--- src/rtl/muldiv_ctrl.sv ---
`timescale 1ns/1ps
// muldiv_ctrl: sequences the shared multiply/divide unit and owns the architectural HI/LO registers.
// Latency: MULT/MULTU MUL_LAT cycles, DIV/DIVU 33 cycles, divide-by-zero 1 cycle, MTHI/MTLO written at accept.
// Backpressure: busy_o stalls HI/LO consumers; start_i is only taken in IDLE, so the requester must hold it.
//
// Ports: clk, reset (synchronous, active-high); start_i/op_i/src_a/src_b request from execute;
//        flush_i cancels in-flight work; busy_o operation in flight; done_o commit pulse;
//        hi_rd/lo_rd architectural HI/LO.
// Build option HILO_FWD_EN: hi_rd/lo_rd bypass the value being written this cycle, and done_o
//        rises in the final busy cycle instead of the cycle after.
module muldiv_ctrl #(
    parameter int MUL_LAT = 4
) (
    input  logic        clk,
    input  logic        reset,
    input  logic        start_i,
    input  logic [2:0]  op_i,
    input  logic [31:0] src_a,
    input  logic [31:0] src_b,
    input  logic        flush_i,
    output logic        busy_o,
    output logic        done_o,
    output logic [31:0] hi_rd,
    output logic [31:0] lo_rd
);
    localparam logic [2:0] OP_MULT  = 3'd0;
    localparam logic [2:0] OP_MULTU = 3'd1;
    localparam logic [2:0] OP_DIV   = 3'd2;
    localparam logic [2:0] OP_DIVU  = 3'd3;
    localparam logic [2:0] OP_MTHI  = 3'd4;
    localparam logic [2:0] OP_MTLO  = 3'd5;
    localparam logic [4:0] MUL_LOAD = 5'(MUL_LAT - 1);

    typedef enum logic [1:0] {IDLE, MUL, DIV, SIGN} state_t;
    state_t state, stateNext;

    logic [4:0]  cnt;
    logic [63:0] prod;
    logic [31:0] divisor, rem, quo;
    logic        negQ, negR, divZero;
    logic [31:0] hiReg, loReg;

    logic        accept, finish, commit, isSigned;
    logic [63:0] prodNext;
    logic [31:0] magA, magB, quoFinal, remFinal;
    logic [32:0] remShift, trial;

    always_ff @(posedge clk) begin
        if (reset) state <= IDLE;
        else       state <= stateNext;
    end

    always_comb begin
        accept   = (state == IDLE) && start_i && !flush_i;
        // finish marks the last busy cycle; a flush in that cycle wins over the commit
        finish   = !flush_i && (((state == MUL) && (cnt == 5'd0)) || (state == SIGN));
        commit   = finish && !((state == SIGN) && divZero);
        isSigned = (op_i == OP_MULT) || (op_i == OP_DIV);
        // sign- or zero-extend to 64 bits so one unsigned multiply covers both flavours
        prodNext = {{32{isSigned & src_a[31]}}, src_a} * {{32{isSigned & src_b[31]}}, src_b};
        magA     = (isSigned && src_a[31]) ? 32'd0 - src_a : src_a;
        magB     = (isSigned && src_b[31]) ? 32'd0 - src_b : src_b;
        // restoring step: shift next dividend bit into the partial remainder, trial-subtract
        remShift = {rem, quo[31]};
        trial    = remShift - {1'b0, divisor};
        quoFinal = negQ ? 32'd0 - quo : quo;
        remFinal = negR ? 32'd0 - rem : rem;
        busy_o   = (state != IDLE);

        stateNext = state;
        case (state)
            IDLE: begin
                if (accept) begin
                    case (op_i)
                        OP_MULT, OP_MULTU: stateNext = MUL;
                        OP_DIV, OP_DIVU:   stateNext = (src_b == 32'd0) ? SIGN : DIV;
                        default:           stateNext = IDLE;
                    endcase
                end
            end
            MUL:     if (flush_i || (cnt == 5'd0)) stateNext = IDLE;
            DIV: begin
                if (flush_i)               stateNext = IDLE;
                else if (cnt == 5'd0)      stateNext = SIGN;
            end
            SIGN:    stateNext = IDLE;
            default: stateNext = IDLE;
        endcase
    end

    always_ff @(posedge clk) begin
        if (reset) begin
            cnt     <= 5'd0;
            prod    <= 64'd0;
            divisor <= 32'd0;
            rem     <= 32'd0;
            quo     <= 32'd0;
            negQ    <= 1'b0;
            negR    <= 1'b0;
            divZero <= 1'b0;
            hiReg   <= 32'd0;
            loReg   <= 32'd0;
        end else begin
            case (state)
                IDLE: begin
                    if (accept) begin
                        case (op_i)
                            OP_MULT, OP_MULTU: begin
                                prod <= prodNext;
                                cnt  <= MUL_LOAD;
                            end
                            OP_DIV, OP_DIVU: begin
                                divisor <= magB;
                                quo     <= magA;
                                rem     <= 32'd0;
                                negQ    <= isSigned & (src_a[31] ^ src_b[31]);
                                negR    <= isSigned & src_a[31];
                                divZero <= (src_b == 32'd0);
                                cnt     <= 5'd31;
                            end
                            OP_MTHI: hiReg <= src_a;
                            OP_MTLO: loReg <= src_a;
                            default: ;
                        endcase
                    end
                end
                MUL: begin
                    if (cnt != 5'd0) cnt <= cnt - 5'd1;
                    if (commit) {hiReg, loReg} <= prod;
                end
                DIV: begin
                    if (!trial[32]) begin
                        rem <= trial[31:0];
                        quo <= {quo[30:0], 1'b1};
                    end else begin
                        rem <= remShift[31:0];
                        quo <= {quo[30:0], 1'b0};
                    end
                    if (cnt != 5'd0) cnt <= cnt - 5'd1;
                end
                SIGN: begin
                    if (commit) begin
                        hiReg <= remFinal;
                        loReg <= quoFinal;
                    end
                end
                default: ;
            endcase
        end
    end

`ifdef HILO_FWD_EN
    always_comb begin
        done_o = finish && !reset;
        hi_rd  = hiReg;
        lo_rd  = loReg;
        if (!reset) begin
            if (accept && (op_i == OP_MTHI)) hi_rd = src_a;
            if (accept && (op_i == OP_MTLO)) lo_rd = src_a;
            if (commit && (state == MUL)) begin
                hi_rd = prod[63:32];
                lo_rd = prod[31:0];
            end
            if (commit && (state == SIGN)) begin
                hi_rd = remFinal;
                lo_rd = quoFinal;
            end
        end
    end
`else
    logic doneReg;

    // done follows the commit edge, so it is seen while the FSM is already back in IDLE
    always_ff @(posedge clk) begin
        if (reset) doneReg <= 1'b0;
        else       doneReg <= finish;
    end

    assign done_o = doneReg;
    assign hi_rd  = hiReg;
    assign lo_rd  = loReg;
`endif

endmodule
--- config.mk ---
export PLATFORM = sky130hd
export DESIGN_NAME = muldiv_ctrl
export DESIGN_NICKNAME = d
export VERILOG_FILES = /design/src/rtl/muldiv_ctrl.sv
export SDC_FILE = /design/constraint.sdc
export NUM_CORES = 2
export LEC_CHECK = 0
export BUFFER_PORTS_ARGS = -buffer_cell sky130_fd_sc_hd__buf_4
export CAP_MARGIN = 10
export CORE_MARGIN = 2
export CORE_UTILIZATION = 60
export DETAILED_ROUTE_END_ITERATION = 16
export PLACE_DENSITY = 0.8
export SLEW_MARGIN = 15
export SYNTH_ARGS = -nofsm -noshare
export SYNTH_HDL_FRONTEND = slang
export SYNTH_SLANG_ARGS = --single-unit
--- constraint.sdc ---
create_clock -name clk -period 15.15 [get_ports clk]
set_input_delay 2.2725 -clock clk [delete_from_list [all_inputs] [get_ports clk]]
set_output_delay 2.2725 -clock clk [all_outputs]
set_load 0.1 [all_outputs]
=== Word level (Yosys, flattened, before mapping) ===
Index checks and enable logic that the tools add are counted.

* Add/subtract/negate cells: 6
* $mul: 1
* Equal/unequal tests: 18
* Mux-type cells: 33
* Bitwise operators: 4
* Reduce and logical (&&, ||, !) cells: 32

{| class="wikitable"
|+ Operator list
! operator !! number
|-
| 32-bit 2-to-1 mux || 17
|-
| 32-bit one-hot mux with 3 select lines || 2
|-
| 32-bit one-hot mux with 2 select lines || 2
|-
| 1-bit by 32-bit subtractor with 32-bit output (first input constant) || 4
|-
| 33-bit by 33-bit multiplier with 64-bit output || 1
|-
| 33-bit by 32-bit subtractor with 33-bit output || 1
|-
| 32-bit zero test || 1
|-
| 5-bit one-hot mux with 2 select lines || 2
|-
| 3-bit AND reduction || 4
|-
| 5-bit 2-to-1 mux || 2
|-
| 2-bit by 1-bit != test with 1-bit output (second input constant) || 5
|-
| 5-bit AND reduction || 2
|-
| 1-bit logical AND || 8
|-
| 2-bit 2-to-1 mux || 4
|-
| 2-bit one-hot mux with 4 select lines || 1
|-
| 3-bit by 2-bit equality test with 1-bit output (second input constant) || 2
|-
| 3-bit equality test (second input constant) || 2
|-
| 2-bit != test (second input constant) || 3
|-
| 2-bit nonzero test || 3
|-
| 2-bit OR reduction || 3
|-
| 5-bit zero test || 1
|-
| 5-bit nonzero test || 1
|-
| 5-bit by 1-bit subtractor with 5-bit output (second input constant) || 1
|-
| 2-bit equality test (second input constant) || 2
|-
| 14 further kinds || 20
|}

* Flip-flop bits (word level): 235
* Input bits: 71
* Output and inout port bits: 66
* Logic and storage cells: 106

=== Longest topological paths before layout ===
* Depth after elaboration: 7
* Depth in mapped cells: 33
* Depth with buffers taken out: 29

=== Least setup slack after synthesis ===
OpenSTA, ideal clock, no wires.

* Kind: in2reg
* From: input op_i[2]
* To: register prod[60]
* Library setup time: 117 ps
* Arrival time: 10574 ps
* Setup slack: 4459 ps
* Stages on the path: 29
* Path buffers: 4
* Cell sequence: clkbuf_1 -> nor2_1 -> and2_1 -> clkbuf_1 -> buf_1 -> nand2_1 -> inv_1 -> fa_1 -> fa_1 -> fa_1 -> inv_1 -> fa_1 -> inv_1 -> fa_1 -> fa_1 -> inv_1 -> fa_1 -> fa_1 -> inv_1 -> ha_1 -> clkbuf_1 -> a21o_1 -> a21o_1 -> a221o_1 -> or3_1 -> o211ai_2 -> a31oi_1 -> xor2_1 -> a22o_1

* Word-level cells in the longest chain between the ends: 4
* Elaborated cells on any way between the ends: 9

{| class="wikitable"
|+ Ends and longest elaborated chain
! element !! line !! RTL
|-
| from (decl) || 17 || <nowiki>input logic [2:0] op_i,</nowiki>
|-
| 3-bit by 2-bit equality test with 1-bit output / 3-bit zero test (equally long branches) || 58, 107 ||
|-
| 1-bit logical OR || 58 || <nowiki>isSigned = (op_i == OP_MULT) || (op_i == OP_DIV);</nowiki>
|-
| 1-bit bitwise AND || 60 || <nowiki>prodNext = {{32{isSigned & src_a[31]}}, src_a} * {{32{isSigned & src_b[31]}}, src_b};</nowiki>
|-
| 33-bit by 33-bit multiplier with 64-bit output || 60 ||
|-
| to (signal assigned) || 109 || <nowiki>prod <= prodNext;</nowiki>
|-
| to (decl) || 38 || <nowiki>logic [63:0] prod;</nowiki>
|}

Several ways; a longest one is shown, not always the timed one.
A chain may end at the register's enable or synchronous reset.

=== Worst setup path in the final report ===
* From: input op_i[2]
* To: register prod[59]

The elaborated chain is that of the path after synthesis.

==> impl.org <==
** Status
- The run finished with clean final reports.

** Critical path
- On the critical path, the stage with the largest delay is an instance of sky130_fd_sc_hd__fa_1.
- Arrival time of data at the critical path endpoint :: about 12000 ps
- In this design, the stage delay of the slowest critical-path cell is 1080 ps.
- Startpoint types :: input port
- CP endpoint kind :: flip-flop
- Data on the critical path is required at its endpoint by between 15000 and 20000 ps.
- Crit path kind :: input port to flip-flop
- Most used cell along the critical path :: sky130_fd_sc_hd__fa_1
- In this run the worst path has a maximum fanout of 23.

** Synth
- By area the synthesized netlist is led by sky130_fd_sc_hd__fa_1 44%, sky130_fd_sc_hd__dfxtp_1 9.1%, sky130_fd_sc_hd__inv_1 8.5%, sky130_fd_sc_hd__nand2_1 7.9%, sky130_fd_sc_hd__ha_1 6.2%.
- Of the total synthesized cell area, the portion taken by AND, OR, NAND and NOR gates is 0.1631.
- Synth Net Count :: 7496
- Of the post-synthesis cell area, the part taken by muxes is 0.006377.
- In the synthesized netlist the dominant register cell turns out to be sky130_fd_sc_hd__dfxtp_1.
- The post-synthesis compound-gate area fraction is 0.09387.
- The synthesized design contains 0 enable-type register cells.
- Of all cell types, the one taking the most synthesized area is sky130_fd_sc_hd__fa_1.
- Yosys printed 0 warnings.
- Of the total synthesized cell area, the portion taken by XOR and XNOR cells is 0.03433.
- In the synthesized netlist the async set-or-reset flop fraction comes to 0.
- Portion of synthesized cell area occupied by the leading cell type :: 0.4352
- Cell area after synthesis :: 51790 um^2
- The netlist uses 81 different library cells.
- Post-synthesis sequential element count :: about 240
- Each instance of the synthesized netlist takes up on average between 8 and 9 um^2.
- Synthesis produced a netlist whose cell count is 6044.
- Sequential fraction of the synthesis area :: 0.09083
- Largest family of logic cells by synthesized area :: adder cells
- Of the total synthesized cell area, the portion taken by full adders, half adders and majority gates is 0.4968.

** Layout
- In the layout the commonest cells are 1179 x sky130_fd_sc_hd__inv_1, 1126 x sky130_fd_sc_hd__fa_1, 1087 x sky130_fd_sc_hd__nand2_1.
- Summing all multi-input logic gate instances after layout gives 41240 um^2.
- Layout filler cell count :: 7138
- After the last flow step, the layout net total stands at 7290.
- Across the whole layout, storage elements account for 4705 um^2.
- Most common cell after layout, fill and taps aside :: sky130_fd_sc_hd__inv_1
- After routing the design area is 53970 um^2.
- Of the cells placed in the final design, the portion with a size suffix greater than 1 is 0.04388.
- Compared with the post-synthesis result, the final layout area differs by 4.201%.

** Clocking
- In this run the clock root is driven by a sky130_fd_sc_hd__clkbuf_16.
- Buffers inserted during clock tree synthesis total 26.
- TritonCTS clock tree :: built
- The clock net in this run drives a total of 235 sinks.
- Clock-pin transition on the worst setup and hold timing paths :: 60 ps
- H-tree depth :: 1
- Clock Latency Late Sink :: 540 ps
- Buffers added to address setup during post-CTS repair amount to 0.
- Clock Tree Buf Depth :: 3
- In this run, post-CTS hold repair placed 0 buffers.
- Post-CTS repair changed the size of 0 cells.

** STA
- The clock period could shrink to 11260 ps.
- The max-slew violation total from the final report is 0.
- Setup violations remaining at the end of the flow were counted as 0.
- Worst setup skew after layout :: 11.41 ps
- Transition time at the pin with the least slew margin :: between 1000 and 1500 ps
- In this run the tightest slew margin relative to its limit is 0.2524.
- Summed negative setup slack over all endpoints :: 0 ps
- Unrepaired setup endpoints after global routing :: false
- In the finished design, the share of the clock period the worst path needs comes to 0.7434.
- The final-report hold violation count came to 0.
- Timing would allow up to slightly below 90 MHz.

** Drt
- After detailed routing, the average wire length per cell comes to 21.51 um.
- First-pass iteration count of the detailed router :: 6
- Using the TritonRoute via totals, the vias-per-cell ratio works out to 5.923.
- After detailed routing, the total wire length is roughly 150000 um.
- Number of DRC markers in iteration 0 :: between 3000 and 4000
- Number of routed nets with antenna violations :: 0
- For this run, design rule violations remaining after detail routing come to 0.
- Detailed routing inserted a total of a little over 40000 vias.

** Die
- Horizontal extent of the die :: 297.8 um
- Overall die height :: 297.8 um
- The floorplan step defined a die boundary enclosing 88690 um^2.
- Boundary pin count :: around 140
- The core region is 85410 um^2.
- Row count :: approximately 110
- Starting Density :: 0.6064

** Global route
- The via count of the first global-routing pass is 44080.
- Largest net degree at the start of global routing :: 85
- The first global-routing pass estimated 243000 um of wire.
- The number of antenna violations at the first check in global routing is 12.
- In the global route stage, overall resource usage came out at 0.3493.
- GR Overflow Total :: 0

** Min path
- In this run the worst hold path is classified as flip-flop to flip-flop.

** Place
- In this run the tool buffered the top-level ports with around 140 buffer cells.
- At the end of routability-driven placement, the weighted congestion stood at a little under 1.
- Summed over all nets, the half-perimeter wirelength after detailed placement is 111800 um.
- Summing all placed instances gives a cell area of roughly 53000 um^2.

** Flow run
- Across the run, the number of max-cap violations was 0.
worst paths after layout:
kind | cells after the start | from | end | slack (ps)
setup / recovery | 25 | op_i[2] | prod[59]$_SDFFE_PP0P_ | 3890
setup reg to reg | 15 | quo[31]$_SDFFE_PP0P_ | quo[0]$_SDFFE_PP0P_ | 10580
hold / removal | 2 | divisor[31]$_SDFFE_PP0P_ | divisor[31]$_SDFFE_PP0P_ | 450
hold reg to reg | 2 | divisor[31]$_SDFFE_PP0P_ | divisor[31]$_SDFFE_PP0P_ | 450
through the flow:
step / cells / setup WS (ps) / hold WS [ps] / utilization
after floorplan: 6044 / 4459 / 431.9 / -
after global placement: 6953 / 3693 / 439.0 / 0.6209
after detailed placement: 6953 / 3423 / 446.2 / 0.6209
after CTS: 7000 / 3955 / 452.6 / 0.6313
after global routing: 7007 / 3550 / 468.6 / 0.6318
final: 7008 / 3887 / 454.6 / 0.6319
cells by family after synthesis:
logic type      Yosys count
simple gates           1870
buf+inv                1578
fa+ha+maj              1381
compound gates          744
flops                   235
xor+xnor                203
mux                      33
cell usage after synthesis (all sizes together) (10+ instances only):
cell,n
nand3,35
mux2i,33
or4,16
a221o,14
a31oi,14
o21a,10
nor3,48
xor2,76
o21ai,163
nor2,226
nor4,14
a211oi,66
nor2b,18
fa,1126
nand4,18
and3,29
clkbuf,316
o21bai,16
a221oi,20
ha,255
a21o,47
a21oi,215
o41ai,13
xnor2,127
nand2,1087
or2,10
or3,25
dfxtp,235
and2,294
a22oi,34
nand2b,21
buf,82
o31ai,36
inv,1179
a311oi,34
flip-flops by register name, summed over array words and instances (netlist names):
register  cells
prod         64
divisor      32
hi_rd        32
lo_rd        32
quo          32
rem          32
cnt           5
state         2
divZero       1
done_o        1
negQ          1
negR          1
critical path, delay by kind of cell:
| kind | cells | cell delay (ps) |
|---|---|---|
| AOI/OAI and AO/OA | 3 | 1090 |
| adders and majority gates | 9 | 5290 |
| buffers and inverters | 6 | 1200 |
| and+or+nand+nor | 7 | 1800 |
per-layer routing:
layer	vias up	part of all wire	GRT usage
met5	-	0.00023	0
met2	2191	0.46	0.5632
met1	20850	0.38	0.4571
li1	17970	-	-
met4	6	0.053	0.1511
met3	492	0.11	0.07584
final cells by class:
| class | instances | area share |
|---|---|---|
| inverters | 1180 | 0.08207 |
| diodes | 7 | 0.0003246 |
| well taps | 1144 | 0.02652 |
| repair buffers | 164 | 0.02325 |
| clock buffers | 38 | 0.01421 |
| multi-input cells | 4231 | 0.7641 |
| clock inverters | 9 | 0.002341 |
| flip-flops and latches | 235 | 0.08717 |
Power is left out: the tool's default activity adds up to more than one toggle a clock period on the data nets, which glitch-free logic cannot reach.
